===== config.mk =====
export PLATFORM = sky130hd
export DESIGN_NAME = prbs_test_seq
export DESIGN_NICKNAME = d
export VERILOG_FILES = /design/src/rtl/prbs_test_seq.sv
export SDC_FILE = /design/constraint.sdc
export NUM_CORES = 1
export LEC_CHECK = 0
export BUFFER_PORTS_ARGS = -buffer_cell sky130_fd_sc_hd__buf_2
export CAP_MARGIN = 20
export CORE_ASPECT_RATIO = 0.8
export CORE_MARGIN = 5
export CORE_UTILIZATION = 40
export CTS_BUF_LIST = sky130_fd_sc_hd__clkbuf_4 sky130_fd_sc_hd__clkbuf_8
export DETAILED_ROUTE_END_ITERATION = 8
export GPL_TIMING_DRIVEN = 0
export SLEW_MARGIN = 5
export SYNTH_ARGS = -nofsm -noshare
export SYNTH_HDL_FRONTEND = slang
export SYNTH_SLANG_ARGS = --single-unit

===== constraint.sdc =====
create_clock -name clk -period 2.6 [get_ports clk]
set_input_delay 0 -clock clk [delete_from_list [all_inputs] [get_ports clk]]
set_output_delay 0 -clock clk [all_outputs]
set_load 0.05 [all_outputs]

===== src/rtl/prbs_test_seq.sv =====
// Self-test sequencer for one PRBS generator/checker pair: settle, acquire lock,
// count mismatches over a fixed sample window, then latch a pass/fail result.
module prbs_test_seq #(
  parameter int SETTLE_CYCLES = 16,
  parameter int LOCK_CYCLES   = 8,
  parameter int LOCK_TIMEOUT  = 1024,
  parameter int TEST_LEN      = 65536,
  parameter int ERR_W         = 8
) (
  input  logic             clk,
  input  logic             rst,
  input  logic             start,
  input  logic             abort,
  input  logic             rx_valid,
  input  logic             rx_match,
  output logic             prbs_en,
  output logic             chk_en,
  output logic             busy,
  output logic             done,
  output logic             pass,
  output logic             timeout,
  output logic [ERR_W-1:0] err_cnt,
  output logic [2:0]       state,
  output logic [3:0]       led
);

  typedef enum logic [2:0] {
    ST_IDLE   = 3'd0,
    ST_SETTLE = 3'd1,
    ST_LOCK   = 3'd2,
    ST_RUN    = 3'd3,
    ST_DONE   = 3'd4
  } state_e;

  localparam int SET_W  = (SETTLE_CYCLES > 1) ? $clog2(SETTLE_CYCLES) : 1;
  localparam int GOOD_W = $clog2(LOCK_CYCLES + 1);
  localparam int TMO_W  = (LOCK_TIMEOUT > 1) ? $clog2(LOCK_TIMEOUT) : 1;
  localparam int SMP_W  = (TEST_LEN > 1) ? $clog2(TEST_LEN) : 1;

  localparam logic [SET_W-1:0]  SET_LAST  = SET_W'(SETTLE_CYCLES - 1);
  localparam logic [GOOD_W-1:0] GOOD_LAST = GOOD_W'(LOCK_CYCLES - 1);
  localparam logic [TMO_W-1:0]  TMO_LAST  = TMO_W'(LOCK_TIMEOUT - 1);
  localparam logic [SMP_W-1:0]  SMP_LAST  = SMP_W'(TEST_LEN - 1);
  localparam logic [ERR_W-1:0]  ERR_MAX   = '1;

  state_e             state_q, state_d;
  logic [SET_W-1:0]   settle_cnt_q, settle_cnt_d;
  logic [GOOD_W-1:0]  good_cnt_q, good_cnt_d;
  logic [TMO_W-1:0]   tmo_cnt_q, tmo_cnt_d;
  logic [SMP_W-1:0]   smp_cnt_q, smp_cnt_d;
  logic [ERR_W-1:0]   err_cnt_q, err_cnt_d;
  logic               pass_q, pass_d;
  logic               timeout_q, timeout_d;

  logic rx_good, rx_bad, settle_last, lock_hit, lock_tmo, run_last;

  // Lock is declared on the sample that brings the good run to LOCK_CYCLES,
  // i.e. while the counter still holds LOCK_CYCLES-1.
  assign rx_good     = rx_valid && rx_match;
  assign rx_bad      = rx_valid && !rx_match;
  assign settle_last = (settle_cnt_q == SET_LAST);
  assign lock_hit    = rx_good && (good_cnt_q == GOOD_LAST);
  assign lock_tmo    = (tmo_cnt_q == TMO_LAST);
  assign run_last    = rx_valid && (smp_cnt_q == SMP_LAST);

  // NOTE: synchronous reset; every flop, counters included, clears together.
  // NOTE: sequential state uses non-blocking assignments only.
  always_ff @(posedge clk) begin
    if (rst) begin
      state_q      <= ST_IDLE;
      settle_cnt_q <= '0;
      good_cnt_q   <= '0;
      tmo_cnt_q    <= '0;
      smp_cnt_q    <= '0;
      err_cnt_q    <= '0;
      pass_q       <= 1'b0;
      timeout_q    <= 1'b0;
    end else begin
      state_q      <= state_d;
      settle_cnt_q <= settle_cnt_d;
      good_cnt_q   <= good_cnt_d;
      tmo_cnt_q    <= tmo_cnt_d;
      smp_cnt_q    <= smp_cnt_d;
      err_cnt_q    <= err_cnt_d;
      pass_q       <= pass_d;
      timeout_q    <= timeout_d;
    end
  end

  // Abort outranks everything; lock outranks timeout in the same cycle.
  always_comb begin
    // NOTE: default first so no path through the block leaves state_d unassigned (no latch).
    state_d = state_q;
    if (abort) begin
      state_d = ST_IDLE;
    end else begin
      case (state_q)
        ST_IDLE, ST_DONE: if (start) state_d = ST_SETTLE;
        ST_SETTLE:        if (settle_last) state_d = ST_LOCK;
        ST_LOCK: begin
          if (lock_hit)      state_d = ST_RUN;
          else if (lock_tmo) state_d = ST_DONE;
        end
        ST_RUN:           if (run_last) state_d = ST_DONE;
        default:          state_d = ST_IDLE;
      endcase
    end
  end

  always_comb begin
    settle_cnt_d = settle_cnt_q;
    good_cnt_d   = good_cnt_q;
    tmo_cnt_d    = tmo_cnt_q;
    smp_cnt_d    = smp_cnt_q;
    err_cnt_d    = err_cnt_q;
    pass_d       = pass_q;
    timeout_d    = timeout_q;
    if (abort) begin
      pass_d    = 1'b0;
      timeout_d = 1'b0;
    end else begin
      case (state_q)
        ST_IDLE, ST_DONE: begin
          if (start) begin
            settle_cnt_d = '0;
            good_cnt_d   = '0;
            tmo_cnt_d    = '0;
            smp_cnt_d    = '0;
            err_cnt_d    = '0;
            pass_d       = 1'b0;
            timeout_d    = 1'b0;
          end
        end
        ST_SETTLE: settle_cnt_d = settle_cnt_q + 1'b1;
        ST_LOCK: begin
          tmo_cnt_d = tmo_cnt_q + 1'b1;
          if (rx_good)     good_cnt_d = good_cnt_q + 1'b1;
          else if (rx_bad) good_cnt_d = '0;
          if (!lock_hit && lock_tmo) begin
            pass_d    = 1'b0;
            timeout_d = 1'b1;
          end
        end
        ST_RUN: begin
          if (rx_valid) smp_cnt_d = smp_cnt_q + 1'b1;
          if (rx_bad && err_cnt_q != ERR_MAX) err_cnt_d = err_cnt_q + 1'b1;
          // The final sample's own error counts toward the verdict.
          if (run_last) pass_d = (err_cnt_q == '0) && rx_match;
        end
        default: ;
      endcase
    end
  end

  always_comb begin
    prbs_en = (state_q == ST_SETTLE) || (state_q == ST_LOCK) || (state_q == ST_RUN);
    chk_en  = (state_q == ST_LOCK) || (state_q == ST_RUN);
    busy    = prbs_en;
    done    = (state_q == ST_DONE);
    pass    = pass_q;
    timeout = timeout_q;
    err_cnt = err_cnt_q;
    state   = state_q;
    led     = {timeout_q, done && !pass_q, done && pass_q, busy};
  end

endmodule


# After elaboration in Yosys (flattened, before gate mapping)
# Cells that the tools add are included.
# op_classes
add_sub_neg,5
mul,0
n_div,0
n_lt_le_gt_ge,0
n_eq_ne,17
shifts,0
mux,25
bitwise_logic,1
n_reduce_logical,31
# op_table
cell,count
$mux 16,2
$pmux 16 s2,1
$pmux 10 s2,1
$reduce_and 4->1,5
$add 16x1->16 const B,1
$eq 16x16->1 const B,1
$mux 8,2
$pmux 4 s2,2
$pmux 8 s2,1
$mux 3,5
$mux 4,3
$ne 2x2->1 const B,6
$pmux 3 s4,1
$add 10x1->10 const B,1
$eq 10x10->1 const B,1
$mux 10,1
$logic_and 1x1->1,9
$reduce_and 3->1,3
$add 4x1->4 const B,2
$add 8x1->8 const B,1
$logic_not 8->1,1
$ne 8x8->1 const B,1
$eq 3x2->1 const B,2
$ne 3x3->1 const B,2
other kinds (14),24
# totals
regBits,47
latch_bits,0
ram_bits,0
romBits,0
out_inout_bits,21
elab_cells,87
memories,0

# Depth between registers and ports, before layout
# Gate-level depths: netlist (run 1).
# logic_depth
word_depth,6
depth_mapped,7

# Least setup slack after synthesis (run 1)
# Ideal clock, no wire load.
# synth_timing
path_type,reg2reg
startpoint,reg state_q[1] (netlist: state[1])
endpoint,reg good_cnt_q[3]
setup_ns,0.070
t_arrival_ns,2.269
slack_ns,0.260
path_stages_with_launch,7
path_cell_list,dfxtp_1 -> and2b_1 -> o21a_1 -> buf_2 -> a21oi_4 -> or4_1 -> a21oi_1
# synth_between
elab_chain_len,4
elab_cells_between_ends,9
cone_classes,eq/ne: 4; mux: 1; reduce/logical: 4
# synth_rtl
item,line_no,text
"start, declared",46,"state_e state_q, state_d;"
"start signal, assigned",79,state_q <= state_d;
$eq 3x3->1 or $logic_not 3->1 (tied branches),122,case (state_q)
$reduce_or 2->1,122,
$ne 2x2->1 (no source line) or $reduce_bool 2->1 (tied branches),--,
$reduce_and 4->1 (no source line),--,
"end signal, assigned",81,good_cnt_q <= good_cnt_d;
"end, declared",48,"logic [GOOD_W-1:0] good_cnt_q, good_cnt_d;"
# Parallel ways exist; a longest one is shown, timed or not.
# A chain may end at the register's enable or synchronous reset.

# Worst setup path in the final report (run 1)
# layout_timing
startpoint,reg err_cnt_q[0] (netlist: err_cnt[0])
endpoint,reg err_cnt_q[2] (netlist: err_cnt[2])
# layout_between
elab_chain_len,4
elab_cells_between_ends,7
cone_classes,add/sub: 1; eq/ne: 2; mux: 2; reduce/logical: 2
# layout_rtl
item,line_no,text
"start, declared",51,"logic [ERR_W-1:0] err_cnt_q, err_cnt_d;"
"start signal, assigned",84,err_cnt_q <= err_cnt_d;
branches (longest 4 deep; another with $add 8x1->8),--,
# Parallel ways; which one is timed is not known. The select of a mux whose other input is x is not followed.

==> impl_metrics.toml, run 1 <==
[run_status]
outcome = "complete, no violations"

[timing]
period_needed_ps = 2010
drv_slew = 0
rsz0062_at_grt = "no"
worst_pin_slew_ps = 523
setup_tns_ps = 0
fmax_mhz = 497
finalHoldViolCount = 0
fin_crit_sh_pct = 77.5
fin_skew_ps = 6.09
finalSetupViolations = 0
slew_headroom_pct = 65.2

[final_layout]
syn_to_final_growth_pct = 12.6
fillers = 608
antenna_cells = 0
fin_cells = 400
seqCellArea_sq_um = 941
drive_gt1_share_pct = 17.6
multiInputGateArea_sq_um = 1410
mostFrequentLayoutCells = "dfxtp_1, nor2_1, buf_2"
stdcell_area_sq_um = 2770
nets = 331
final_common_cell = "dfxtp_1"

[grt]
grt_pass1_vias = 1911
grt_max_degree = 15
grt_first_pass_wirelength_mm = 9.10
overflow = 0
track_usage_pct = 14.2
antenna_found_initial = 0

[placement]
dp_cells = 393
portBuffers = 25
place_congestion = 0.820
dp_hpwl_mm = 3.95
placed_area_sq_um = 2690

[route]
antenna_left = 0
drtIter0Drc = 80
first_pass_iters = 4
vias = 2102
via_per_inst = 5.26
wl_mm = 5.40
wl_per_cell_um = 13.5
drc = 0

[power]
power.density_nw_per_um2 = 486
p_leak_nw = 1.08
clkPwrFrac_pct = 31.6
peakVddDrop_uv = 253
pwr-share-comb_pct = 14.0
seqPwrFrac_pct = 54.4
switching_share_pct = 28.1
p_int_mw = 0.968
p_sw_mw = 0.378

[clocking]
post_cts_resized = 0
cts_tree = "yes"
cts_buffers = 5
h-tree-depth = 2
hold_buffers = 0
clock-sinks = 47
path_clk_slew_ps = 80
cts-root-buf = "clkbuf_8"
insertion_delay_ps = 290
clockBufferDepth = 2
post_cts_buffers = 0

[synthesis]
synth_area_sq_um = 2460
seq_area_frac_synth_pct = 38.2
synthCells = 287
syn-mean-instance-area_sq_um = 8.58
async_flop_share_pct = 0
synthFlopType = "dfxtp_1"
synth_edf_count = 0
synth_nets = 299
synth_seq_cells = 47
ys_warn_count = 0
synth_cell_types = 53

[critical_path]
cp.required_ps = 2800
worstSetupEndpointType = "register"
setup.worst_path.start_class = "register"
crit_type = "register to register"
crit_path_max_fanout = 6
worst-endpoint-arrival_ps = 2210

[die]
start_util_pct = 41.4
die_area_sq_um = 7830
core_sq_um = 5940
die_h_um = 80.2
io_pins = 27
die_x_um = 97.7
rows = 25

[flow_run]
drv_cap = 0

[min_path]
hold_class = "input pin to register"
cells by family after synthesis:
logic type	synth area share [%]
flops	38.2
compound gates	14.1
simple gates	30.7
xor+xnor	8.54
fa+ha+maj	3.05
buf+inv	4.63
mux	0.813
power by group through the flow:
stage | clock, mW | sequential (mW) | combinational (mW)
global route | 0.479 | 0.735 | 0.203
finish | 0.425 | 0.733 | 0.188
detailed placement | 0 | 0.750 | 0.187
global placement | 0 | 0.750 | 0.187
floorplan | 0 | 0.758 | 0.135
CTS | 0.443 | 0.733 | 0.188
cells in the mapped netlist, types with 4 or more instances:
| cell type | n | area, sq um |
|---|---|---|
| a21oi_1 | 19 | 95.1 |
| a311oi_1 | 4 | 35.0 |
| and3_1 | 11 | 68.8 |
| buf_2 | 7 | 35.0 |
| buf_4 | 4 | 30.0 |
| clkbuf_1 | 4 | 15.0 |
| dfxtp_1 | 47 | 941 |
| ha_1 | 6 | 75.1 |
| inv_1 | 5 | 18.8 |
| nand2_1 | 17 | 63.8 |
| nand2b_1 | 4 | 25.0 |
| nand3_1 | 19 | 95.1 |
| nand4_1 | 13 | 81.3 |
| nor2_1 | 38 | 143 |
| nor2b_1 | 5 | 31.3 |
| o21ai_0 | 8 | 40.0 |
| or3_1 | 7 | 43.8 |
| xnor2_1 | 4 | 35.0 |
| xor2_1 | 20 | 175 |
worst max-delay path, cell delays in order, from the launching register on:
cell and delay [ps]:
dfxtp_1 420, ha_1 210, and3_1 190, and3_1 200, a31oi_1 110, or2_2 280, clkbuf_1 190, a221oi_1 320
final timing paths:
kind	from	endpoint	slack (ps)	cells after the start
setup / recovery	err_cnt[0]$_SDFFE_PP0P_	err_cnt[2]$_SDFFE_PP0P_	590	7
hold / removal	rx_match	pass$_SDFFE_PP0P_	140	5
setup reg to reg	err_cnt[0]$_SDFFE_PP0P_	err_cnt[2]$_SDFFE_PP0P_	590	7
hold reg to reg	good_cnt_q[1]$_SDFFE_PP0P_	good_cnt_q[1]$_SDFFE_PP0P_	490	2
layout make-up:
type                            count  share of cell area, %
Multi-Input combinational cell    218                   50.8
Inverter                            5                  0.678
Buffer                             17                   3.43
Clock inverter                      2                  0.497
Tap cell                           81                   3.66
Clock buffer                        5                   2.48
Timing Repair Buffer               25                   4.52
Sequential cell                    47                   34.0
routing by layer:
layer | wire length, um | up-vias | GRT usage (%)
met3 | 247 | 9 | 3.39
met5 | 0 | - | 0
li1 | - | 1086 | -
met2 | 2160 | 42 | 20.5
met4 | 75 | 0 | 4.56
met1 | 2920 | 965 | 20.6
through the flow:
| step | power (mW) | utilization, % | hold WS [ps] | setup slack, ps |
|---|---|---|---|---|
| global placement | 0.937 | 45.2 | 433 | 587 |
| detailed placement | 0.937 | 45.2 | 444 | 592 |
| finish | 1.35 | 46.6 | 135 | 586 |
| floorplan | 0.893 | - | 204 | 260 |
| global route | 1.42 | 46.6 | 165 | 421 |
| CTS | 1.36 | 46.6 | 129 | 573 |
state kept, by name (all words and copies together), names as in the netlist:
| register | flops |
|---|---|
| state | 3 |
| timeout | 1 |
| tmo_cnt_q | 10 |
| good_cnt_q | 4 |
| pass | 1 |
| settle_cnt_q | 4 |
| err_cnt | 8 |
| smp_cnt_q | 16 |
Power figures use the tool's default switching activity.
==> run 2: changes to the inputs <==
==> constraint.sdc (replaced) <==
create_clock -name clk -period 1.85 [get_ports clk]
set_input_delay 0 -clock clk [delete_from_list [all_inputs] [get_ports clk]]
set_output_delay 0 -clock clk [all_outputs]
set_load 0.05 [all_outputs]
==> run 2 against run 1 <==
Combinational power is 62% higher. Worst hold slack worse by 6.2 ps. Register-to-register slack worse by 550 ps. Critical endpoint is now good_cnt_q[3]$_SDFFE_PP0P_. Largest cell class unchanged. Largest power group unchanged. Clock power is 110% higher. Worst setup slack worse by 550 ps. Global-route usage is 0.81 points higher. Clock skew is 4.2 ps higher. Utilization is 5.1 points higher. Maximum frequency is 11% higher.
==> impl_metrics.toml, run 2 (synthesized netlist as in run 1, its figures left out) <==
[route]
wl_mm = 5.76
wl_per_cell_um = 14.0
drtIter0Drc = 79
drc = 0
via_per_inst = 5.25
vias = 2162
antenna_left = 0
first_pass_iters = 4

[min_path]
hp-start = "rx_match"
hold_class = "input pin to register"
whs_path_depth = 5
min_to = "pass$_SDFFE_PP0P_"

[clocking]
path_clk_slew_ps = 90
cts_buffers = 5
cts_tree = "yes"
clock-sinks = 47
h-tree-depth = 2
cts-root-buf = "clkbuf_8"
clockBufferDepth = 2
insertion_delay_ps = 300

[critical_path]
crit_family = "simple AND/OR/NAND/NOR gates"
critical_path_buf_inv_count = 1
ff2ff_path_depth = 6
reg2reg_from = "state[1]$_SDFFE_PP0P_"
crit_path_max_fanout = 8
cp_num_cells = 6
worst-endpoint-arrival_ps = 2050
crit_slowest_cell = "or4_4"
crit_type = "register to register"
rrSetupSlack_ps = 40
cp.required_ps = 2080
reg2reg_to = "good_cnt_q[3]$_SDFFE_PP0P_"
max_stage_delay_ps = 520
worstSetupEndpointType = "register"
setup.worst_path.start_class = "register"
crit_chain = "or3b_1, buf_6, nor2_8, a21oi_4, or4_4, a21oi_2"

[timing]
drv_slew = 0
fmax_mhz = 552
fin_crit_sh_pct = 98.0
setup_tns_ps = 0
finalHoldViolCount = 0
worst_slack_ps = 37.9
finalSetupViolations = 0
fin_skew_ps = 10.3
rsz0062_at_grt = "yes"
finalHoldWorstSlack_ps = 129
worst_pin_slew_ps = 629
slew_headroom_pct = 58.1
period_needed_ps = 1810

[die]
rows = 25
core_sq_um = 5940
die_h_um = 80.2
start_util_pct = 41.4
die_x_um = 97.7
die_area_sq_um = 7830
io_pins = 27

[grt]
grt_first_pass_wirelength_mm = 9.61
overflow = 0
grt_pass1_vias = 1994
grt_max_degree = 15
track_usage_pct = 15.0
antenna_found_initial = 0

[power]
peakVddDrop_uv = 361
p_leak_nw = 1.17
power.density_nw_per_um2 = 729

[run_status]
outcome = "complete, no violations"

[final_layout]
syn_to_final_growth_pct = 24.8
mostFrequentLayoutCells = "dfxtp_1, nor2_1, buf_2"
drive_gt1_share_pct = 29.0
antenna_cells = 0
regMostFlops = "smp_cnt_q"
final_common_cell = "dfxtp_1"
largest_reg_flops = 16
nets = 342

[flow_run]
drv_cap = 0

[placement]
dpl_worst_slack_ps = -93.2
portBuffers = 25
dp_hpwl_mm = 4.12
place_congestion = 0.867
run 2: cell count changes in the layout (fill, tap and decap cells not counted), sizes merged:
cell,change
buf,+11
bufinv,+2
clkinv,-2
clkbuf,+1
run 2: how the worst max path moves through the flow:
stage	start	endpoint	slack, ps
final	state[1]$_SDFFE_PP0P_	good_cnt_q[3]$_SDFFE_PP0P_	40
after CTS	state[1]$_SDFFE_PP0P_	smp_cnt_q[14]$_SDFFE_PP0P_	4
after global routing	state[2]$_SDFFE_PP0P_	smp_cnt_q[14]$_SDFFE_PP0P_	-60
after detailed placement	state[0]$_SDFFE_PP0P_	smp_cnt_q[7]$_SDFFE_PP0P_	-90
after floorplan	state[2]$_SDFFE_PP0P_	err_cnt[3]$_SDFFE_PP0P_	4
after global placement	state[0]$_SDFFE_PP0P_	smp_cnt_q[4]$_SDFFE_PP0P_	-110
run 2: metrics by stage:
step / util [%] / power [mW] / cell area, sq um / cells
after floorplan: - / 1.26 / 2520 / 287
after global placement: 46.2 / 1.32 / 2750 / 393
after detailed placement: 46.2 / 1.32 / 2750 / 393
after CTS: 49.2 / 2.23 / 2930 / 405
after global routing: 51.7 / 2.32 / 3070 / 412
final: 51.7 / 2.24 / 3070 / 412
run 2: cell type report:
| cell class | instances | area, sq um |
|---|---|---|
| Multi-Input combinational cell | 218 | 1520 |
| Clock buffer | 6 | 76.3 |
| Fill cell | 550 | 2870 |
| Buffer | 15 | 111 |
| Timing Repair Buffer | 38 | 223 |
| Sequential cell | 47 | 965 |
| Inverter | 5 | 18.8 |
| Tap cell | 81 | 101 |
| Clock inverter | 2 | 60.1 |
run 2: worst register-to-register path: stages (launching register included):
cell	delay, ps
dfxtp_4	360
or3b_1	380
buf_6	160
nor2_8	140
a21oi_4	70
or4_4	520
a21oi_2	130
run 2: repair_timing:
action                                  4_1_cts  5_1_grt
gates resized for setup                       2       21
setup buffers                                 6        7
hold buffers                                  0        0
pin swaps                                     2        6
endpoints found under the setup margin       27       40
run 2: report_power, final:
part / total [mW] / switching (mW) / internal [mW]
clock network: 0.911 / 0.355 / 0.555
registers: 1.02 / 0.00948 / 1.01
logic: 0.304 / 0.195 / 0.109
total: 2.24 / 0.560 / 1.68
run 2: layer usage:
metal  track usage [%]  share of wire [%]
met5                 0                  0
met4              2.49               0.50
met3              4.60                4.7
met2              23.0                 42
met1              21.0                 53
